[config.mk]
export PLATFORM = sky130hd
export DESIGN_NAME = mult_div_ctrl
export DESIGN_NICKNAME = d
export VERILOG_FILES = /design/src/rtl/mult_div_pkg.sv /design/src/rtl/md_step.sv /design/src/rtl/mult_div_ctrl.sv
export SDC_FILE = /design/constraint.sdc
export NUM_CORES = 1
export LEC_CHECK = 0
export CORE_MARGIN = 2
export CORE_UTILIZATION = 45
export DETAILED_ROUTE_END_ITERATION = 10
export PLACE_DENSITY = 0.65
export RECOVER_POWER = 50
export SLEW_MARGIN = 20
export SYNTH_ARGS = -nofsm -noshare
export SYNTH_HDL_FRONTEND = slang
export SYNTH_SLANG_ARGS = --single-unit
[constraint.sdc]
create_clock -name clk -period 12.5 [get_ports clk]
set_input_delay 1.25 -clock clk [delete_from_list [all_inputs] [get_ports clk]]
set_output_delay 1.25 -clock clk [all_outputs]
set_load 0.005 [all_outputs]
[src/rtl/mult_div_pkg.sv]
// Shared opcode and state encodings for the iterative multiply/divide sequencer.
package mult_div_pkg;

  localparam logic OP_MULT = 1'b0;
  localparam logic OP_DIV  = 1'b1;

  localparam logic [1:0] ST_IDLE = 2'd0;
  localparam logic [1:0] ST_RUN  = 2'd1;
  localparam logic [1:0] ST_DONE = 2'd2;

  typedef enum logic [1:0] {
    S_IDLE = ST_IDLE,
    S_RUN  = ST_RUN,
    S_DONE = ST_DONE
  } state_t;

endpackage

[src/rtl/md_step.sv]
// One radix-2 iteration: Booth step for MULT, restoring step for DIV (on magnitudes).
module md_step
  import mult_div_pkg::*;
#(
  parameter int unsigned WIDTH = 32
) (
  input  logic             i_op,
  input  logic [WIDTH:0]   i_acc,
  input  logic [WIDTH-1:0] i_q,
  input  logic             i_q1,
  input  logic [WIDTH:0]   i_m,
  output logic [WIDTH:0]   o_acc,
  output logic [WIDTH-1:0] o_q,
  output logic             o_q1
);

  logic [WIDTH:0] w_sum;
  logic [WIDTH:0] w_shl;
  logic [WIDTH:0] w_trial;

  always_comb begin
    w_sum   = i_acc;
    w_shl   = '0;
    w_trial = '0;
    o_acc   = i_acc;
    o_q     = i_q;
    o_q1    = i_q1;
    if (i_op == OP_MULT) begin
      case ({i_q[0], i_q1})
        2'b01:   w_sum = i_acc + i_m;
        2'b10:   w_sum = i_acc - i_m;
        default: w_sum = i_acc;
      endcase
      o_acc = {w_sum[WIDTH], w_sum[WIDTH:1]};
      o_q   = {w_sum[0], i_q[WIDTH-1:1]};
      o_q1  = i_q[0];
    end else begin
      // Remainder stays below the divisor, so its top bit is free to act as the borrow.
      w_shl   = {i_acc[WIDTH-1:0], i_q[WIDTH-1]};
      w_trial = w_shl - i_m;
      if (!w_trial[WIDTH]) begin
        o_acc = w_trial;
        o_q   = {i_q[WIDTH-2:0], 1'b1};
      end else begin
        o_acc = w_shl;
        o_q   = {i_q[WIDTH-2:0], 1'b0};
      end
      o_q1 = 1'b0;
    end
  end

endmodule

[src/rtl/mult_div_ctrl.sv]
// Multiply/divide sequencer: command FSM, operand latches, sign fix-up and HI/LO ownership.
module mult_div_ctrl
  import mult_div_pkg::*;
#(
  parameter int unsigned WIDTH = 32,
  parameter int unsigned CNT_W = 6
) (
  input  logic             clk,
  input  logic             reset,
  input  logic             start,
  input  logic             op,
  input  logic [WIDTH-1:0] op_a,
  input  logic [WIDTH-1:0] op_b,
  input  logic             hi_we,
  input  logic             lo_we,
  input  logic [WIDTH-1:0] wr_data,
  output logic             busy,
  output logic             done,
  output logic             div_zero,
  output logic [WIDTH-1:0] hi,
  output logic [WIDTH-1:0] lo
);

  localparam logic [CNT_W-1:0] LAST_CNT = CNT_W'(WIDTH - 1);

  state_t           r_state, w_state_n;
  logic             r_busy, r_done, r_div_zero;
  logic             w_busy_n, w_done_n, w_div_zero_n;
  logic [CNT_W-1:0] r_cnt;
  logic             r_op, r_neg_q, r_neg_r;
  logic [WIDTH:0]   r_acc, r_m;
  logic [WIDTH-1:0] r_q;
  logic             r_q1;
  logic [WIDTH-1:0] r_hi, r_lo;
  logic [WIDTH:0]   w_acc_n;
  logic [WIDTH-1:0] w_q_n;
  logic             w_q1_n;
  logic [WIDTH-1:0] w_hi_fix, w_lo_fix;
  logic             w_last;

  md_step #(.WIDTH(WIDTH)) u_step (
    .i_op  (r_op),
    .i_acc (r_acc),
    .i_q   (r_q),
    .i_q1  (r_q1),
    .i_m   (r_m),
    .o_acc (w_acc_n),
    .o_q   (w_q_n),
    .o_q1  (w_q1_n)
  );

  assign w_last = (r_cnt == LAST_CNT);

  always_ff @(posedge clk) begin
    if (!reset) begin
      r_state    <= S_IDLE;
      r_busy     <= 1'b0;
      r_done     <= 1'b0;
      r_div_zero <= 1'b0;
    end else begin
      r_state    <= w_state_n;
      r_busy     <= w_busy_n;
      r_done     <= w_done_n;
      r_div_zero <= w_div_zero_n;
    end
  end

  // Next state plus the flag values that will be visible in that state.
  always_comb begin
    w_state_n    = r_state;
    w_div_zero_n = 1'b0;
    case (r_state)
      S_IDLE: begin
        if (start) begin
          if (op == OP_DIV && op_b == '0) begin
            w_state_n    = S_DONE;
            w_div_zero_n = 1'b1;
          end else begin
            w_state_n = S_RUN;
          end
        end
      end
      S_RUN:   if (w_last) w_state_n = S_DONE;
      S_DONE:  w_state_n = S_IDLE;
      default: w_state_n = S_IDLE;
    endcase
    w_busy_n = (w_state_n != S_IDLE);
    w_done_n = (w_state_n == S_DONE);
  end

  // Sign fix-up applied to the final iteration's outputs.
  always_comb begin
    w_hi_fix = w_acc_n[WIDTH-1:0];
    w_lo_fix = w_q_n;
    if (r_op == OP_DIV) begin
      w_lo_fix = r_neg_q ? -w_q_n : w_q_n;
      w_hi_fix = r_neg_r ? -w_acc_n[WIDTH-1:0] : w_acc_n[WIDTH-1:0];
    end
  end

  always_ff @(posedge clk) begin
    if (!reset) begin
      r_cnt   <= '0;
      r_op    <= OP_MULT;
      r_neg_q <= 1'b0;
      r_neg_r <= 1'b0;
      r_acc   <= '0;
      r_m     <= '0;
      r_q     <= '0;
      r_q1    <= 1'b0;
      r_hi    <= '0;
      r_lo    <= '0;
    end else begin
      case (r_state)
        S_IDLE: begin
          if (hi_we) r_hi <= wr_data;
          if (lo_we) r_lo <= wr_data;
          if (start) begin
            r_op  <= op;
            r_cnt <= '0;
            r_acc <= '0;
            r_q1  <= 1'b0;
            if (op == OP_MULT) begin
              r_q     <= op_b;
              r_m     <= {op_a[WIDTH-1], op_a};
              r_neg_q <= 1'b0;
              r_neg_r <= 1'b0;
            end else begin
              r_q     <= op_a[WIDTH-1] ? -op_a : op_a;
              r_m     <= {1'b0, (op_b[WIDTH-1] ? -op_b : op_b)};
              r_neg_q <= op_a[WIDTH-1] ^ op_b[WIDTH-1];
              r_neg_r <= op_a[WIDTH-1];
            end
          end
        end
        S_RUN: begin
          r_acc <= w_acc_n;
          r_q   <= w_q_n;
          r_q1  <= w_q1_n;
          if (w_last) begin
            r_cnt <= '0;
            r_hi  <= w_hi_fix;
            r_lo  <= w_lo_fix;
          end else begin
            r_cnt <= r_cnt + CNT_W'(1);
          end
        end
        default: ;
      endcase
    end
  end

  assign busy     = r_busy;
  assign done     = r_done;
  assign div_zero = r_div_zero;
  assign hi       = r_hi;
  assign lo       = r_lo;

endmodule

After elaboration in Yosys (flattened, before gate mapping)
Index checks and enable logic that the tools add are counted.
Widths: inputs -> output; s select.

operators by class
  mux-type cells = 36
  equal/unequal tests = 9
  add/sub/neg operators = 8
  reduce and logical (&&, ||, !) cells = 10
  bitwise logic cells = 1

operators by type and width
  cell                 count
  $mux 32              13
  $pmux 32 s2          3
  $mux 33              4
  $pmux 33 s2          2
  $neg 32->32          4
  $sub 33x33->33       2
  $add 33x33->33       1
  $logic_not 32->1     1
  $mux 6               2
  $pmux 6 s2           1
  $reduce_and 3->1     3
  $ne 2x2->1 const B   4
  $add 6x1->6 const B  1
  $eq 6x5->1 const B   1
  $mux 1               6
  $mux 2               3
  $eq 2x1->1 const B   2
  $eq 2x2->1 const B   2
  $pmux 2 s2           1
  $reduce_and 2->1     2
  $reduce_bool 2->1    2
  $logic_not 2->1      1
  $pmux 1 s2           1
  $logic_and 1x1->1    1
  $xor 1x1->1          1

word-level totals
  output and inout bits = 67
  flip-flop bits (word level) = 177
  input bits = 102

Logic depth before layout (Yosys ltp)
Gate-level depths: netlist (run 1).

  word-level depth = 8
  gate-level depth with buffers = 22
  mapped depth without buffers = 22

Hierarchy
A second synthesis (run 1) with hierarchy kept.

unflattened totals
  cells, all modules = 2136
  area total of the unflattened synthesis = 15833.9 µm²

modules (own cells, without submodules)
  module         area an instance (µm²)  sequential area each (µm²)  times used  cells an instance
  mult_div_ctrl  10201.0                 3543.4                      1           1295
  md_step        5632.9                  0.0                         1           841

Least setup slack after synthesis (run 1)
OpenSTA, ideal clock, no wires.

  kind = register to register
  start point = register r_m[1]
  end point = register r_hi[21] (netlist: hi[21])
  data arrival time = 4797 ps
  stages on the path, launching flop included = 21
  path buffers = 1
  clock period less this slack = 4915 ps
  path slack = 7585 ps
  cell sequence = dfxtp_1 -> inv_1 -> ha_1 -> nor3b_1 -> nand3_1 -> nor4_1 -> nor2_1 -> xnor2_1 -> ha_1 -> nand3_1 -> or2_2 -> o31ai_1 -> xor2_1 -> a21oi_1 -> a31oi_1 -> or4_1 -> buf_2 -> or3_1 -> o21ai_1 -> mux2_2 -> a32o_1

on the way
  longest elaborated chain between the ends = 8
  elaborated cells on any way between the ends = 11
  those cells by class = add/sub: 4; mux: 7

RTL lines
  what                                           RTL line                      source
  from (decl)                                    mult_div_ctrl.sv:31           logic [WIDTH:0] r_acc, r_m;
  from (signal assigned)                         mult_div_ctrl.sv:125          r_m <= {op_a[WIDTH-1], op_a};
  from (signal assigned)                         mult_div_ctrl.sv:130          r_m <= {1'b0, (op_b[WIDTH-1] ? -op_b : op_b)};
  $sub 33x33->33 (tied with other cells)         md_step.sv:31                 2'b10: w_sum = i_acc - i_m;
  $pmux 33 s2 / $mux 33 (equally long branches)  md_step.sv:29, md_step.sv:41
  $mux 33 (*)                                    md_step.sv:28                 if (i_op == OP_MULT) begin
  $neg 32->32                                    mult_div_ctrl.sv:97           w_hi_fix = r_neg_r ? -w_acc_n[WIDTH-1:0] : w_acc_n[WIDTH-1:0];
  $mux 32                                        mult_div_ctrl.sv:97
  $mux 32 (*)                                    mult_div_ctrl.sv:95           if (r_op == OP_DIV) begin
  $mux 32 (*)                                    mult_div_ctrl.sv:140          if (w_last) begin
  $pmux 32 s2 (*)                                mult_div_ctrl.sv:114          case (r_state)
  to (signal assigned)                           mult_div_ctrl.sv:116          if (hi_we) r_hi <= wr_data;
  to (signal assigned)                           mult_div_ctrl.sv:142          r_hi <= w_hi_fix;
  to (decl)                                      mult_div_ctrl.sv:34           logic [WIDTH-1:0] r_hi, r_lo;

Every way passes the cells marked *; elsewhere a longest branch is shown, timed or not. The select of a mux whose other input is x is not followed.
A chain may end at the register's enable or synchronous reset.

Final worst setup path (run 1)
  start point = input reset
  end point = register r_hi[22] (netlist: hi[22])

RTL lines
  what         RTL line            source
  from (decl)  mult_div_ctrl.sv:9  input logic reset,

No word-level cell between the ends.

==> results.txt, run 1 <==
----------------------------------------------------
[Synthesis]
  Syn Nets ... 2,546
  Most frequent cell after synthesis ... nor2_1
  Post-synth top area share ... 21.0%
  Asr flop ratio synth ... 0%
  Synth Register Bits ... 177
  Number of cells produced by synthesis ... 2,371
  Netlist area before placement ... 16,900 um^2
  Top cell types by occurrence after synthesis ... 303 x nor2_1, 258 x a21oi_1, 215 x nand2_1
  Ys flop type ... dfxtp_1
  Cell variety after synth ... 96
  Mapped Avg Cell Area ... 7.12 um^2
  Post-synth top area cell ... dfxtp_1
  Sequential element share of the synthesized area ... 21.0%
  Main area contributors after synthesis ... dfxtp_1 21%, a21oi_1 7.6%, nor2_1 6.7%
  Post-synth EDFFs ... 0
  Number of synthesis warnings ... 0

[Power and ir drop]
  Switching power of the nets ... 0.000982 W
  Static leakage power ... 7.36 nW
  Net switching fraction of the power ... 44.3%
  Maximum VDD drop ... 0.108 mV
  Power share of the sequential group ... 29.5%
  Pwr dens ... 115 nW/um^2
  Relative contribution of the clock network to total power ... 24.3%
  Internal power ... 0.00123 W
  Part of the power in combinational logic ... 46.2%

[Floorplan]
  Die width ... 198 um
  Die area ... 39,100 um^2
  Top Ports ... 169
  Number of cell rows ... 70
  Core Area ... 36,800 um^2
  Die boundary height ... 198 um
  Initial Util ... 45.9%

[Route]
  Number of design rule violations left after detail routing ... 0
  Final wirelength ... 72.7 mm
  Via total after detailed routing ... 18,900
  Number of vias per cell after detailed routing ... 6.53
  Residual antenna-violating net count after detailed routing ... 0
  Routed wire per std cell ... 25.1 um
  Violation count after the first detailed-route iteration ... 1,714
  Number of iterations in the first detailed-routing pass ... 8

[Clocking]
  Number of H-tree branching levels ... 4
  Number of buffers created by CTS ... 17
  CTS tree ... done
  Hold bufs inserted after CTS ... 0
  Clock buffer depth ... 2
  Sinks on Clock Net ... 177
  Clk_lat worst skew ... 0.47 ns
  Clock-pin slew of the registers on the worst-case setup and hold paths ... 0.07 ns
  Master cell of the clock root buffer ... clkbuf_16
  Post-cts resize count ... 0
  Total setup buffers inserted after CTS ... 0

[STA]
  Summed negative setup slack over all endpoints ... 0 ns
  RSZ-0062 raised after global routing ... no
  Count of final setup violators ... 0
  Final critical path time including I/O delays and setup ... 8.84 ns
  Final worst clock skew ... 0.0179 ns
  Highest clock rate ... 113 MHz
  Hold Vio Cnt, Final ... 0
  Worst hold margin ... 0.463 ns
  Number of slew-limit violations in the final report ... 184
  Final period util ... 70.7%
  Transition time at the pin with the least slew margin ... 3.57 ns
  Worst max-slew margin expressed relative to the limit ... -138%

[Setup path]
  Largest stage delay on the critical path ... 3.25 ns
  Slack of the worst reg-to-reg path ... 6.08 ns
  Sequence of cells on the critical path ... dlygate4sd3_1 > clkbuf_1 > clkinvlp_2 > clkbuf_1 > a311oi_1
  Worst R2R End ... hi[27]
  Crit-path slowest cell ... clkinvlp_2
  Max Fanout on Critical Path ... 80
  Number of buffers and inverters on the critical path ... 4
  Worst reg-to-reg path cell count ... 20
  CP endpoint kind ... flip-flop
  Category of the critical setup timing path ... input pin to flip-flop
  WP data required ... 12.83 ns
  Start point of the critical path ... reset
  Most frequent CP cell ... clkbuf_1
  Nature of the critical path startpoint ... input pin
  Arrival time of data at the critical path endpoint ... 9.17 ns
  Critical path's top delay family ... buffers and inverters
  Critical register-to-register path startpoint ... r_m[1]

[Global routing]
  Global-route wire length before repair ... 109 mm
  Remaining global-route overflow ... 0
  Overall routing resource usage ... 36.8%
  Number of antenna violations at the first check in global routing ... 0
  Largest net degree at the start of global routing ... 151
  Vias in the first global route ... 17,700

[Place]
  Routability congestion estimate ... 1.02
  Post-DP HPWL ... 55.4 mm
  Port Buffers ... 168

[Finish]
  Ant. Diodes ... 0
  Final net count ... 2,589
  Layout Area Growth over Synthesis ... 14.1%
  Final design utilization ... 52.4%
  Filler cell count ... 3,675
  Fraction of layout cells with a size suffix above 1 ... 4.91%

[Min path]
  Sink of the worst hold path ... lo[30]
  Hold Path Depth ... 2
  Class of the tightest hold or removal check ... flip-flop to flip-flop
  Startpoint of the most critical hold path ... lo[30]

[Run]
  Max_cap viols ... 3

[Run status]
  Result of the run ... finished with violations
  Violated checks ... capacitance limit, slew limit

----------------------------------------------------
==> cell type report <==
cell class | instances | area, um^2 | share of cell area (%)
clock buffer | 20 | 457 | 2.37
tap | 468 | 586 | 3.04
sequential | 177 | 3550 | 18.4
clock inverter | 11 | 100 | 0.520
timing repair buffer | 188 | 1830 | 9.52
inverter | 72 | 272 | 1.41
multi-input combinational | 1958 | 12500 | 64.7
==> how the worst max path moves through the flow <==
stage / slack, ns / cells past startpoint / to
6_report: 3.66 / 5 / hi[22]
5_1_grt: 3.33 / 5 / lo[3]
2_1_floorplan: 7.59 / 20 / hi[21]
3_5_place_dp: 6.40 / 20 / hi[27]
3_3_place_gp: 6.40 / 20 / hi[31]
4_1_cts: 6.35 / 20 / hi[27]
==> layer usage <==
metal	track usage (%)	wire length [um]
met5	0	0
met4	15.6	3160
met3	5.45	4930
met2	62.2	34600
met1	46.7	29900
==> cell usage in the layout, fill, tap and decap left out, drive strengths merged, types with 58 or more instances in the layout <==
cell type	instances
clkdlybuf4s50	99
dfxtp	177
xnor2	68
a211oi	66
xor2	99
a21oi	259
inv	76
nand3	58
nand2	216
o21ai	141
ha	71
nor2	304
dlygate4sd3	68
==> metrics by stage <==
stage / instance area [um^2] / cells / power [W] / worst slack (ns)
3_5_place_dp: 18700 / 2863 / 0.00167 / 6.40
3_3_place_gp: 18700 / 2863 / 0.00166 / 6.40
4_1_cts: 19300 / 2894 / 0.00220 / 6.35
6_report: 19300 / 2894 / 0.00221 / 3.66
2_1_floorplan: 16900 / 2371 / 0.00131 / 7.59
5_1_grt: 19300 / 2894 / 0.00232 / 3.33
==> worst min-delay path, delay by kind of cell, from the launching register on <==
kind | cells | cell delay [ns]
flip-flops | 1 | 0.32
AND/OR/NAND/NOR | 1 | 0.05
AO/OA/AOI/OAI | 1 | 0.05
==> power by group through the flow <==
stage	Clock [W]	Sequential (W)	Combinational (W)
6_report	0.000537	0.000654	0.00102
5_1_grt	0.000559	0.000658	0.00110
4_1_cts	0.000541	0.000653	0.00101
3_5_place_dp	0	0.000665	0.00100
3_3_place_gp	0	0.000665	0.000998
2_1_floorplan	0	0.000645	0.000666
==> cell families (layout without fill, tap and decap cells) <==
family / after synthesis / in the layout / synth area share [%]
and+or+nand+nor: 834 / 834 / 23.3
AOI/OAI and AO/OA: 833 / 833 / 33.0
buffers and inverters: 236 / 291 / 5.39
DFF: 177 / 177 / 21.0
xor gates and xnor gates: 167 / 167 / 8.67
adders and majority gates: 73 / 73 / 5.50
muxes: 51 / 51 / 3.14
==> sequential cells by signal, indices dropped and copies added (netlist names) <==
register / cells
lo: 32
done: 1
r_state: 2
r_op: 1
r_neg_r: 1
r_m: 33
busy: 1
r_q1: 1
div_zero: 1
r_q: 32
r_cnt: 6
hi: 32
r_acc: 33
r_neg_q: 1
(Power assumes the default switching activity.)
==> run 2: changes to the inputs <==
PLACE_DENSITY = 0.68   (was 0.65)
clock period = 7.3 ns   (was 12.5 ns; I/O delays follow)
==> run 2 against run 1 <==
Effect of this change: the flow still finishes with violations (capacitance limit, slew limit); count of clock-buffer cells in the layout down 2; worst hold slack worse by 0.00059 ns; setup slack worse by 3.1 ns; largest power group unchanged; largest cell class unchanged; final cell count up 0.21%; cell area up 0.62%; non-clock buffer count up 4; global-route usage down 1.5 points; critical endpoint is now lo[23].
==> results.txt, run 2 (synthesis results as in run 1) <==
----------------------------------------------------
[STA]
  Hold Vio Cnt, Final ... 0
  Highest clock rate ... 149 MHz
  Count of final setup violators ... 0
  Final critical path time including I/O delays and setup ... 6.70 ns
  Worst max-slew margin expressed relative to the limit ... -54.7%
  Transition time at the pin with the least slew margin ... 2.31 ns
  Final worst clock skew ... 0.00900 ns
  RSZ-0062 raised after global routing ... no
  Summed negative setup slack over all endpoints ... 0 ns
  Final period util ... 91.8%
  Number of slew-limit violations in the final report ... 184

[Global routing]
  Global-route wire length before repair ... 105 mm
  Vias in the first global route ... 17,800
  Remaining global-route overflow ... 0
  Number of antenna violations at the first check in global routing ... 5
  Overall routing resource usage ... 35.3%
  Largest net degree at the start of global routing ... 104

[Setup path]
  WP data required ... 7.64 ns
  Max Fanout on Critical Path ... 90
  Arrival time of data at the critical path endpoint ... 7.04 ns
  Category of the critical setup timing path ... input pin to flip-flop
  Largest stage delay on the critical path ... 2.60 ns
  CP endpoint kind ... flip-flop
  Crit-path slowest cell ... clkinvlp_2
  Sequence of cells on the critical path ... clkdlybuf4s50_1 > clkbuf_1 > clkinvlp_2 > buf_2 > a311oi_1
  Nature of the critical path startpoint ... input pin

[Clocking]
  Clock buffer depth ... 2
  Clock-pin slew of the registers on the worst-case setup and hold paths ... 0.07 ns
  Sinks on Clock Net ... 177
  Number of H-tree branching levels ... 4
  Master cell of the clock root buffer ... clkbuf_16
  Hold bufs inserted after CTS ... 0
  Total setup buffers inserted after CTS ... 0
  Clk_lat worst skew ... 0.47 ns
  Number of buffers created by CTS ... 17
  CTS tree ... done
  Post-cts resize count ... 0

[Place]
  Port Buffers ... 168
  Post-DP HPWL ... 53.0 mm
  Routability congestion estimate ... 1.06

[Run status]
  Violated checks ... capacitance limit, slew limit
  Result of the run ... finished with violations

[Floorplan]
  Initial Util ... 45.9%
  Die width ... 198 um
  Die area ... 39,100 um^2
  Core Area ... 36,800 um^2
  Number of cell rows ... 70
  Top Ports ... 169
  Die boundary height ... 198 um

[Power and ir drop]
  Maximum VDD drop ... 0.178 mV
  Power share of the sequential group ... 28.7%
  Switching power of the nets ... 0.00168 W
  Part of the power in combinational logic ... 44.3%
  Relative contribution of the clock network to total power ... 27.0%
  Static leakage power ... 7.43 nW
  Net switching fraction of the power ... 42.8%
  Pwr dens ... 202 nW/um^2
  Internal power ... 0.00224 W

[Run]
  Max_cap viols ... 3

[Finish]
  Fraction of layout cells with a size suffix above 1 ... 5.22%
  Layout Area Growth over Synthesis ... 14.8%
  Most frequent standard cell in the layout excluding fill and tap cells ... nor2_1
  Top library cells by usage in the layout, fill and taps aside ... 303 x nor2_1, 256 x a21oi_1, 215 x nand2_1, 176 x dfxtp_1, 133 x o21ai_0
  Registers with the most flip-flops ... r_acc (33), r_m (33)
  Final net count ... 2,593
  Final design utilization ... 52.7%

[Min path]
  Class of the tightest hold or removal check ... flip-flop to flip-flop

[Route]
  Via total after detailed routing ... 19,000
  Final wirelength ... 69.6 mm
  Residual antenna-violating net count after detailed routing ... 0
  Number of vias per cell after detailed routing ... 6.56
  Routed wire per std cell ... 24.0 um
  Number of design rule violations left after detail routing ... 0
  Number of iterations in the first detailed-routing pass ... 6
  Violation count after the first detailed-route iteration ... 1,851

----------------------------------------------------
run 2: worst max-delay path, delay by kind of cell:
kind / cells / cell delay, ns
buffers and inverters: 4 / 5.72
AOI/OAI and AO/OA: 1 / 0.53
run 2: power groups by stage:
stage | combinational (W) | clock (W) | sequential, W
2_1_floorplan | 0.00114 | 0 | 0.00111
3_3_place_gp | 0.00168 | 0 | 0.00114
3_5_place_dp | 0.00169 | 0 | 0.00114
4_1_cts | 0.00170 | 0.00106 | 0.00112
5_1_grt | 0.00187 | 0.00110 | 0.00113
6_report | 0.00174 | 0.00106 | 0.00113
run 2: routing by layer:
layer / up-vias / track usage (%) / routed length, um
li1: 8900 / - / -
met1: 9048 / 44.0 / 28100
met2: 890 / 57.8 / 32300
met3: 195 / 6.32 / 5460
met4: 4 / 18.8 / 3780
met5: - / 0 / 23
run 2: cell type report:
class	count	area, um^2
diodes	1	2.50
clock buffers	18	429
clock inverters	14	218
fillers	3562	17400
inverters	72	272
multi-input cells	1958	12500
flip-flops and latches	177	3550
well taps	468	586
repair buffers	192	1850
run 2: worst paths after layout:
path           from  endpoint  slack [ns]  cells past startpoint
min          lo[30]    lo[30]        0.46                      2
max reg2reg  r_m[1]    hi[27]        1.05                     20
min reg2reg  lo[30]    lo[30]        0.46                      2
max           reset    lo[23]        0.60                      5
run 2: stage by stage:
stage | cells | power, W | worst slack [ns] | area (um^2) | hold WS, ns
final | 2900 | 0.00392 | 0.600 | 19400 | 0.463
after CTS | 2899 | 0.00389 | 1.25 | 19400 | 0.469
after global routing | 2899 | 0.00410 | 0.351 | 19400 | 0.478
after global placement | 2867 | 0.00282 | 1.33 | 18700 | 0.445
after floorplan | 2371 | 0.00225 | 2.39 | 16900 | 0.444
after detailed placement | 2867 | 0.00284 | 1.26 | 18700 | 0.456
